<file path="src/rtl/fios_bridge_pkg.sv">
// Shared definitions for the FIOS batch bridge.
//  - bridge_state_t : controller states
//  - RD_LAT         : cycles from read issue to data capture (BRAM + input register)
//  - op_base()      : BRAM word address of operation k's a operand
package fios_bridge_pkg;

  localparam int unsigned RD_LAT = 2;

  typedef enum logic [2:0] {
    IDLE,
    LD_P,
    LD_A,
    LD_B,
    RUN,
    WR,
    CPY,
    DONE
  } bridge_state_t;

  // Layout: 0 = p'0, 1..s = p, then per op k: a, b, RES (s words each).
  function automatic int unsigned op_base(input int unsigned words, input int unsigned k);
    return 1 + words + 3 * words * k;
  endfunction

endpackage

</file>
<file path="src/rtl/fios_batch_bridge_bram_rd_seq.sv">
// bram_rd_seq: issues count_i consecutive BRAM reads starting at base_i and
// produces a capture strobe aligned to the registered read data.
//  clock_i, reset_i : clock, synchronous active-high reset
//  start_i          : begin a burst next cycle (base_i/count_i sampled here)
//  rd_en_o/rd_addr_o: read issue strobe and address
//  cap_o            : registered read data valid this cycle
//  cap_first_o      : capture belongs to the first word of the burst
//  cap_last_o       : capture belongs to the last word of the burst
module bram_rd_seq
  import fios_bridge_pkg::*;
#(
  parameter int unsigned ADDR_W = 7,
  parameter int unsigned CNT_W  = 3
) (
  input  logic              clock_i,
  input  logic              reset_i,
  input  logic              start_i,
  input  logic [ADDR_W-1:0] base_i,
  input  logic [CNT_W-1:0]  count_i,
  output logic              rd_en_o,
  output logic [ADDR_W-1:0] rd_addr_o,
  output logic              cap_o,
  output logic              cap_first_o,
  output logic              cap_last_o
);

  logic              r_issuing;
  logic [ADDR_W-1:0] r_addr;
  logic [CNT_W-1:0]  r_left;
  logic              r_first;
  logic [RD_LAT-1:0] r_v_pipe;
  logic [RD_LAT-1:0] r_f_pipe;
  logic [RD_LAT-1:0] r_l_pipe;
  logic              w_last_iss;

  assign w_last_iss = r_issuing && (r_left == CNT_W'(1));

  always_ff @(posedge clock_i) begin
    if (reset_i) begin
      r_issuing <= 1'b0;
      r_addr    <= '0;
      r_left    <= '0;
      r_first   <= 1'b0;
      r_v_pipe  <= '0;
      r_f_pipe  <= '0;
      r_l_pipe  <= '0;
    end else begin
      if (start_i) begin
        r_issuing <= (count_i != '0);
        r_addr    <= base_i;
        r_left    <= count_i;
        r_first   <= 1'b1;
      end else if (r_issuing) begin
        r_addr  <= r_addr + 1'b1;
        r_left  <= r_left - 1'b1;
        r_first <= 1'b0;
        if (w_last_iss) r_issuing <= 1'b0;
      end
      // Flags travel alongside the issue strobe so they line up with the data.
      r_v_pipe <= {r_v_pipe[RD_LAT-2:0], r_issuing};
      r_f_pipe <= {r_f_pipe[RD_LAT-2:0], r_issuing & r_first};
      r_l_pipe <= {r_l_pipe[RD_LAT-2:0], w_last_iss};
    end
  end

  assign rd_en_o     = r_issuing;
  assign rd_addr_o   = r_issuing ? r_addr : '0;
  assign cap_o       = r_v_pipe[RD_LAT-1];
  assign cap_first_o = r_f_pipe[RD_LAT-1];
  assign cap_last_o  = r_l_pipe[RD_LAT-1];

endmodule

</file>
<file path="src/rtl/fios_batch_bridge.sv">
// fios_batch_bridge: BRAM-to-FIOS operand bridge running a batch of up to
// BATCH_MAX Montgomery multiplications per start. p'0 and p are loaded once;
// a/b are reloaded per op, or in chain mode a <= previous RES with b kept.
//  clock_i/reset_i       : clock, synchronous active-high reset
//  start_i/n_ops_i/chain_i : batch request, sampled in IDLE only
//  BRAM_*                : bridge BRAM port (1-cycle read latency)
//  core_start_o          : one-cycle start per op to the FIOS core
//  core_p0_o/a_o/b_o/p_o : operand registers presented to the core
//  core_b/p_fetch_i      : rotate b/p register by one word
//  core_res_push_i/res_i : shift a result word into the result register
//  core_done_i           : core finished current op
//  busy_o/done_o         : batch in progress / one-cycle completion pulse
module fios_batch_bridge
  import fios_bridge_pkg::*;
#(
  parameter int unsigned W         = 17,
  parameter int unsigned s         = 8,
  parameter int unsigned BATCH_MAX = 4
) (
  input  logic                           clock_i,
  input  logic                           reset_i,
  input  logic                           start_i,
  input  logic [$clog2(BATCH_MAX+1)-1:0] n_ops_i,
  input  logic                           chain_i,
  input  logic [W-1:0]                   BRAM_dout_i,
  output logic [W-1:0]                   BRAM_din_o,
  output logic                           BRAM_we_o,
  output logic [31:0]                    BRAM_addr_o,
  output logic                           BRAM_en_o,
  output logic                           core_start_o,
  output logic [W-1:0]                   core_p0_o,
  output logic [s*W-1:0]                 core_a_o,
  output logic [W-1:0]                   core_b_o,
  output logic [W-1:0]                   core_p_o,
  input  logic                           core_b_fetch_i,
  input  logic                           core_p_fetch_i,
  input  logic                           core_res_push_i,
  input  logic [W-1:0]                   core_res_i,
  input  logic                           core_done_i,
  output logic                           busy_o,
  output logic                           done_o
);

  localparam int unsigned ADDR_W = $clog2(1 + 4 * s * BATCH_MAX);
  localparam int unsigned NW     = $clog2(BATCH_MAX + 1);
  localparam int unsigned CW     = $clog2(s + 2);

  bridge_state_t r_state, w_next;

  logic              w_seq_start;
  logic [ADDR_W-1:0] w_seq_base;
  logic [CW-1:0]     w_seq_count;
  logic              w_rd_en;
  logic [ADDR_W-1:0] w_rd_addr;
  logic              w_cap, w_cap_first, w_cap_last;

  logic [W-1:0]      r_rd_data;
  logic [W-1:0]      r_p0;
  logic [s*W-1:0]    r_p, r_a, r_b, r_res, r_res_snap;
  logic [NW-1:0]     r_k, r_last_k, w_nops;
  logic              r_chain;
  logic              r_started;
  logic [CW-1:0]     r_wcnt;

  logic              w_wr, w_wr_last, w_res_shift;
  logic [W-1:0]      w_res_top;
  logic [ADDR_W-1:0] w_wr_addr;

  bram_rd_seq #(
    .ADDR_W (ADDR_W),
    .CNT_W  (CW)
  ) u_rd_seq (
    .clock_i     (clock_i),
    .reset_i     (reset_i),
    .start_i     (w_seq_start),
    .base_i      (w_seq_base),
    .count_i     (w_seq_count),
    .rd_en_o     (w_rd_en),
    .rd_addr_o   (w_rd_addr),
    .cap_o       (w_cap),
    .cap_first_o (w_cap_first),
    .cap_last_o  (w_cap_last)
  );

  // Zero ops means one; anything beyond the batch depth is clamped.
  always_comb begin
    w_nops = n_ops_i;
    if (n_ops_i == '0)                 w_nops = NW'(1);
    else if (n_ops_i > NW'(BATCH_MAX)) w_nops = NW'(BATCH_MAX);
  end

  assign w_wr      = (r_state == WR);
  assign w_wr_last = w_wr && (r_wcnt == CW'(s - 1));
  assign w_wr_addr = ADDR_W'(op_base(s, 32'(r_k)) + 2 * s + 32'(r_wcnt));

  always_ff @(posedge clock_i) begin
    if (reset_i) r_state <= IDLE;
    else         r_state <= w_next;
  end

  // Each LD state kicks the read sequencer on entry and leaves only on the
  // final capture, so the pipeline is always empty between bursts.
  always_comb begin
    w_next      = r_state;
    w_seq_start = 1'b0;
    w_seq_base  = '0;
    w_seq_count = '0;
    unique case (r_state)
      IDLE: begin
        if (start_i) begin
          w_next      = LD_P;
          w_seq_start = 1'b1;
          w_seq_count = CW'(s + 1);
        end
      end
      LD_P: begin
        if (w_cap_last) begin
          w_next      = LD_A;
          w_seq_start = 1'b1;
          w_seq_base  = ADDR_W'(op_base(s, 32'(r_k)));
          w_seq_count = CW'(s);
        end
      end
      LD_A: begin
        if (w_cap_last) begin
          w_next      = LD_B;
          w_seq_start = 1'b1;
          w_seq_base  = ADDR_W'(op_base(s, 32'(r_k)) + s);
          w_seq_count = CW'(s);
        end
      end
      LD_B: if (w_cap_last) w_next = RUN;
      RUN:  if (core_done_i) w_next = WR;
      WR: begin
        if (w_wr_last) begin
          if (r_k == r_last_k) begin
            w_next = DONE;
          end else if (r_chain) begin
            w_next = CPY;
          end else begin
            w_next      = LD_A;
            w_seq_start = 1'b1;
            w_seq_base  = ADDR_W'(op_base(s, 32'(r_k) + 1));
            w_seq_count = CW'(s);
          end
        end
      end
      CPY:  w_next = RUN;
      DONE: w_next = IDLE;
      default: w_next = IDLE;
    endcase
  end

  // Core pushes and write-back both consume one word from the bottom.
  assign w_res_shift = core_res_push_i || w_wr;
  assign w_res_top   = core_res_push_i ? core_res_i : '0;

  always_ff @(posedge clock_i) begin
    if (reset_i) begin
      r_rd_data  <= '0;
      r_p0       <= '0;
      r_p        <= '0;
      r_a        <= '0;
      r_b        <= '0;
      r_res      <= '0;
      r_res_snap <= '0;
      r_k        <= '0;
      r_last_k   <= '0;
      r_chain    <= 1'b0;
      r_started  <= 1'b0;
      r_wcnt     <= '0;
    end else begin
      r_rd_data <= BRAM_dout_i;
      r_started <= (r_state == RUN);

      if (r_state == IDLE && start_i) begin
        r_last_k <= w_nops - NW'(1);
        r_chain  <= chain_i;
        r_k      <= '0;
        r_wcnt   <= '0;
      end

      unique case (r_state)
        LD_P: begin
          if (w_cap) begin
            if (w_cap_first) r_p0 <= r_rd_data;
            else             r_p  <= {r_rd_data, r_p[s*W-1:W]};
          end
        end
        LD_A: if (w_cap) r_a <= {r_rd_data, r_a[s*W-1:W]};
        LD_B: if (w_cap) r_b <= {r_rd_data, r_b[s*W-1:W]};
        RUN: begin
          if (core_b_fetch_i) r_b <= {r_b[W-1:0], r_b[s*W-1:W]};
          if (core_p_fetch_i) r_p <= {r_p[W-1:0], r_p[s*W-1:W]};
          if (core_done_i)    r_res_snap <= r_res;
        end
        WR: begin
          r_wcnt <= w_wr_last ? '0 : r_wcnt + 1'b1;
          if (w_wr_last && (r_k != r_last_k)) r_k <= r_k + 1'b1;
        end
        CPY: r_a <= r_res_snap;
        default: ;
      endcase

      if (w_res_shift) r_res <= {w_res_top, r_res[s*W-1:W]};
    end
  end

  assign BRAM_din_o   = r_res[W-1:0];
  assign BRAM_we_o    = w_wr;
  assign BRAM_en_o    = w_wr || w_rd_en;
  assign BRAM_addr_o  = w_wr ? 32'(w_wr_addr) : 32'(w_rd_addr);
  assign core_start_o = (r_state == RUN) && !r_started;
  assign core_p0_o    = r_p0;
  assign core_a_o     = r_a;
  assign core_b_o     = r_b[W-1:0];
  assign core_p_o     = r_p[W-1:0];
  assign busy_o       = (r_state != IDLE);
  assign done_o       = (r_state == DONE);

endmodule

</file>
<file path="config.mk">
export PLATFORM = sky130hd
export DESIGN_NAME = fios_batch_bridge
export DESIGN_NICKNAME = d
export VERILOG_FILES = /design/src/rtl/fios_bridge_pkg.sv /design/src/rtl/fios_batch_bridge_bram_rd_seq.sv /design/src/rtl/fios_batch_bridge.sv
export SDC_FILE = /design/constraint.sdc
export NUM_CORES = 2
export LEC_CHECK = 0
export CORE_MARGIN = 2
export CORE_UTILIZATION = 40
export DETAILED_ROUTE_END_ITERATION = 10
export GPL_ROUTABILITY_DRIVEN = 0
export HOLD_SLACK_MARGIN = 0.03
export SETUP_SLACK_MARGIN = 0.15
export SLEW_MARGIN = 20
export SYNTH_ARGS = -nofsm -noshare
export SYNTH_HDL_FRONTEND = slang
export SYNTH_SLANG_ARGS = --single-unit
</file>
<file path="constraint.sdc">
create_clock -name clock_i -period 5.6 [get_ports clock_i]
set_input_delay 1.4 -clock clock_i [delete_from_list [all_inputs] [get_ports clock_i]]
set_output_delay 1.4 -clock clock_i [all_outputs]
set_load 0.01 [all_outputs]
</file>
==> results.md <==
- Most frequent cells in the layout: nand2_1 (1,168), dfxtp_1 (748), a21oi_1 (525)
- RSZ-0062 raised after global routing: no
- Count of cell types in the netlist: 55
- Asr flop ratio synth: 0%
- Setup crit start kind: flop
- Post-route ant nets: 0
- Largest cells by area after synthesis: dfxtp_1 (52%), nand2_1 (15%), a21oi_1 (9.1%)
- Die Y: between 200 and 300 microns
- Cts repair resizes: 0
- Largest net degree at the start of global routing: 156
- Worst VDD drop: approximately 0.22 mV
- Slew margin rel.: between 20% and 30%
- Die X: approximately 270 microns
- Fin. max-slew vios: 0
- DR WL/cell: 17.71 microns
- GR Util met2: 34.67%
- CTS tree: built
- Most common cell after layout, fill and taps aside: nand2_1
- Hold path cells: 1
- Pleak: approximately 11 nW
- Met1 usage: between 20% and 30%
- Initial antenna violation count: 0
- Fillcell total: just over 7,000
- Number of enable flip-flop cells after synthesis: 0
- Final TNS setup: 0 ps
- Number of antenna diodes: 0
- Starting density of the core: 40.33%
- #FFs+latches synth: between 700 and 800
- Syn Area/Cell: about 8 sq um
- Yosys top cell area share: about 52%
- H-tree depth: 3
- Final Cell Area: roughly 0.034 sq mm
- Critical path endpoint category: output pin
- Hold Path Class: reg2reg
- Worst skew pair latency: ~620 ps
- Drt first pass iters: 5
- HPWL Detailed: approximately 54,000 microns
- Core ar.: 0.07149 sq mm
- Util after Layout: between 40% and 50%
- Clk root buf: clkbuf_16
- Layout Nets: around 3,700
- R2R depth: 5
- Crit share post-route: approximately 89%
- DRC violations left: 0
- Fmax: between 200 and 250 MHz
- Status: complete, no violations
- CTS Sinks: roughly 750
- Ys Warns: 0
- Synthesized cell area: around 0.029 sq mm
- Cts bufs inserted: 81
- Worst Path Arrival: between 3000 and 4000 ps
- Post-synth top area cell: dfxtp_1
- Routed via count: between 20,000 and 25,000
- Crit Path Max Fanout: 14
- Dominant synthesized flop cell: dfxtp_1
- Layout Cells excl Fill: 4,688
- Grt met3 use: about 5.1%
- Worst-case clock buffer depth: 3
- Post-CTS Setup Inserts: 0
- Synthesized netlist cell count: approximately 3,600
- Area Growth Syn to Fin: 18.28%
- # rows: about 100
- Seq/Total Area, Yosys: between 50% and 60%
- Total Wirelength: a little over 80,000 microns
- Setup Crit Path Kind: reg2out
- Placed cells: 4,545
- GRT Max-Usage Layer: met2
- Placed Area: between 0.03 and 0.04 sq mm
- First-pass GRT wire length: 128,600 microns
- Post-Route Skew: around 16 ps
- Vias per cell: approximately 5.1
- Final setup violation count: 0
- Power Density: 348.2 mW/mm^2
- Post-CTS Hold Fix Bufs: 0
- Total GRT Usage: between 20 and 25%
- Vias in the first global route: between 20,000 and 25,000
- Iteration-0 DRC Markers: about 1,900
- Worst EP required: around 4200 ps
- I/O Buffers: around 260
- Min Tclk post-route: approximately 5000 ps
- Final Hold Vio Count: 0
- Worst-path clk slew: 60 ps
- Max-cap viol count: 0
- GRT overflow: 0
- Worst-margin pin slew: about 1100 ps
- Layout cell share with drive strength beyond 1: under 10%
- IO Pins: 286
- Die area: between 0.07 and 0.08 sq mm
cell families after synthesis:
| logic type | share of synthesized area [%] |
|---|---|
| simple gates | 23.70 |
| compound gates | 15.60 |
| flops | 52.00 |
| buf+inv | 6.509 |
| xor+xnor | 0.7290 |
| mux | 0.6943 |
| fa+ha+maj | 0.7464 |
| other cells | 0.01301 |
power by group:
group / switching [W] / leakage, nW / internal (W) / total [W]
Clock: 0.00216 / 1.32 / 0.00319 / 0.00535
Sequential: 0.000187 / 6.04 / 0.00544 / 0.00562
Combinational: 0.000613 / 3.44 / 0.000293 / 0.000906
Total: 0.00296 / 10.8 / 0.00892 / 0.0119
stage by stage:
stage               hold WS, ps  worst slack, ps  power (W)
CTS                       429.9            602.2    0.01199
finish                    434.7            609.6    0.01187
global placement          417.2             1313   0.006642
floorplan                 413.8             2045   0.006300
global route              448.3            339.5    0.01232
detailed placement        426.2             1271   0.006645
sequential cells by signal, indices dropped and copies added (netlist names):
| name | flops |
|---|---|
| core_a_o | 136 |
| core_p0_o | 17 |
| r_b | 136 |
| r_chain | 1 |
| r_k | 3 |
| r_last_k | 3 |
| r_p | 136 |
| r_rd_data | 17 |
| r_res | 136 |
| r_res_snap | 136 |
| r_started | 1 |
| r_state | 3 |
| r_wcnt | 4 |
| u_rd_seq.r_addr | 8 |
| u_rd_seq.r_f_pipe | 2 |
| u_rd_seq.r_first | 1 |
| u_rd_seq.r_l_pipe | 2 |
| u_rd_seq.r_left | 4 |
| u_rd_seq.r_v_pipe | 2 |
| u_rd_seq.rd_en_o | 1 |
metal layers:
metal / vias up / routed length, microns
met5: - / 0
met4: 0 / 2295
met3: 120 / 5268
met2: 569 / 38270
met1: 11340 / 37170
li1: 12100 / -
worst max-delay path: stages (launching register included):
cell	delay (ps)
dfxtp_1	640
ha_1	340
fa_1	500
xor2_1	400
o21ai_0	200
xnor2_1	160
o21ai_0	150
clkdlybuf4s50_1	580
cell usage after synthesis (2+ instances only):
cell type / instances
a21oi_1: 525
dfxtp_1: 749
o211a_1: 3
ha_1: 14
o211ai_1: 2
mux2i_1: 20
buf_2: 63
nor3_1: 44
nand2_1: 1170
a311oi_1: 136
xor2_1: 10
and3_1: 6
nor2b_1: 41
a211o_1: 2
nor2_1: 253
o21ai_0: 18
xnor2_1: 14
a32oi_1: 3
o311a_1: 3
fa_1: 2
a31o_2: 2
a211oi_1: 40
buf_4: 85
nand3_1: 154
clkbuf_1: 203
nand2b_1: 2
nor4_1: 3
inv_1: 18
nand3b_1: 6
a21o_1: 2
buf_1: 22
and2_1: 6
a31oi_1: 6
path summary, 6_finish.rpt:
check	startpoint	endpoint	slack [ps]
hold / removal	u_rd_seq.r_v_pipe[0]	u_rd_seq.r_v_pipe[1]	430
setup reg to reg	r_state[1]	core_a_o[26]	2170
setup / recovery	r_k[0]	BRAM_addr_o[6]	610
hold reg to reg	u_rd_seq.r_v_pipe[0]	u_rd_seq.r_v_pipe[1]	430
area by class of cell:
cell class                      count  area (sq um)  area share (%)
Sequential cell                   749         15000           43.98
Multi-Input combinational cell   2531         12140           35.59
Timing Repair Buffer              297          3038           8.908
Clock buffer                      127          2495           7.316
Tap cell                          950          1189           3.485
Clock inverter                     16         177.7          0.5210
Inverter                           18         67.56          0.1981
(Power assumes the default switching activity.)
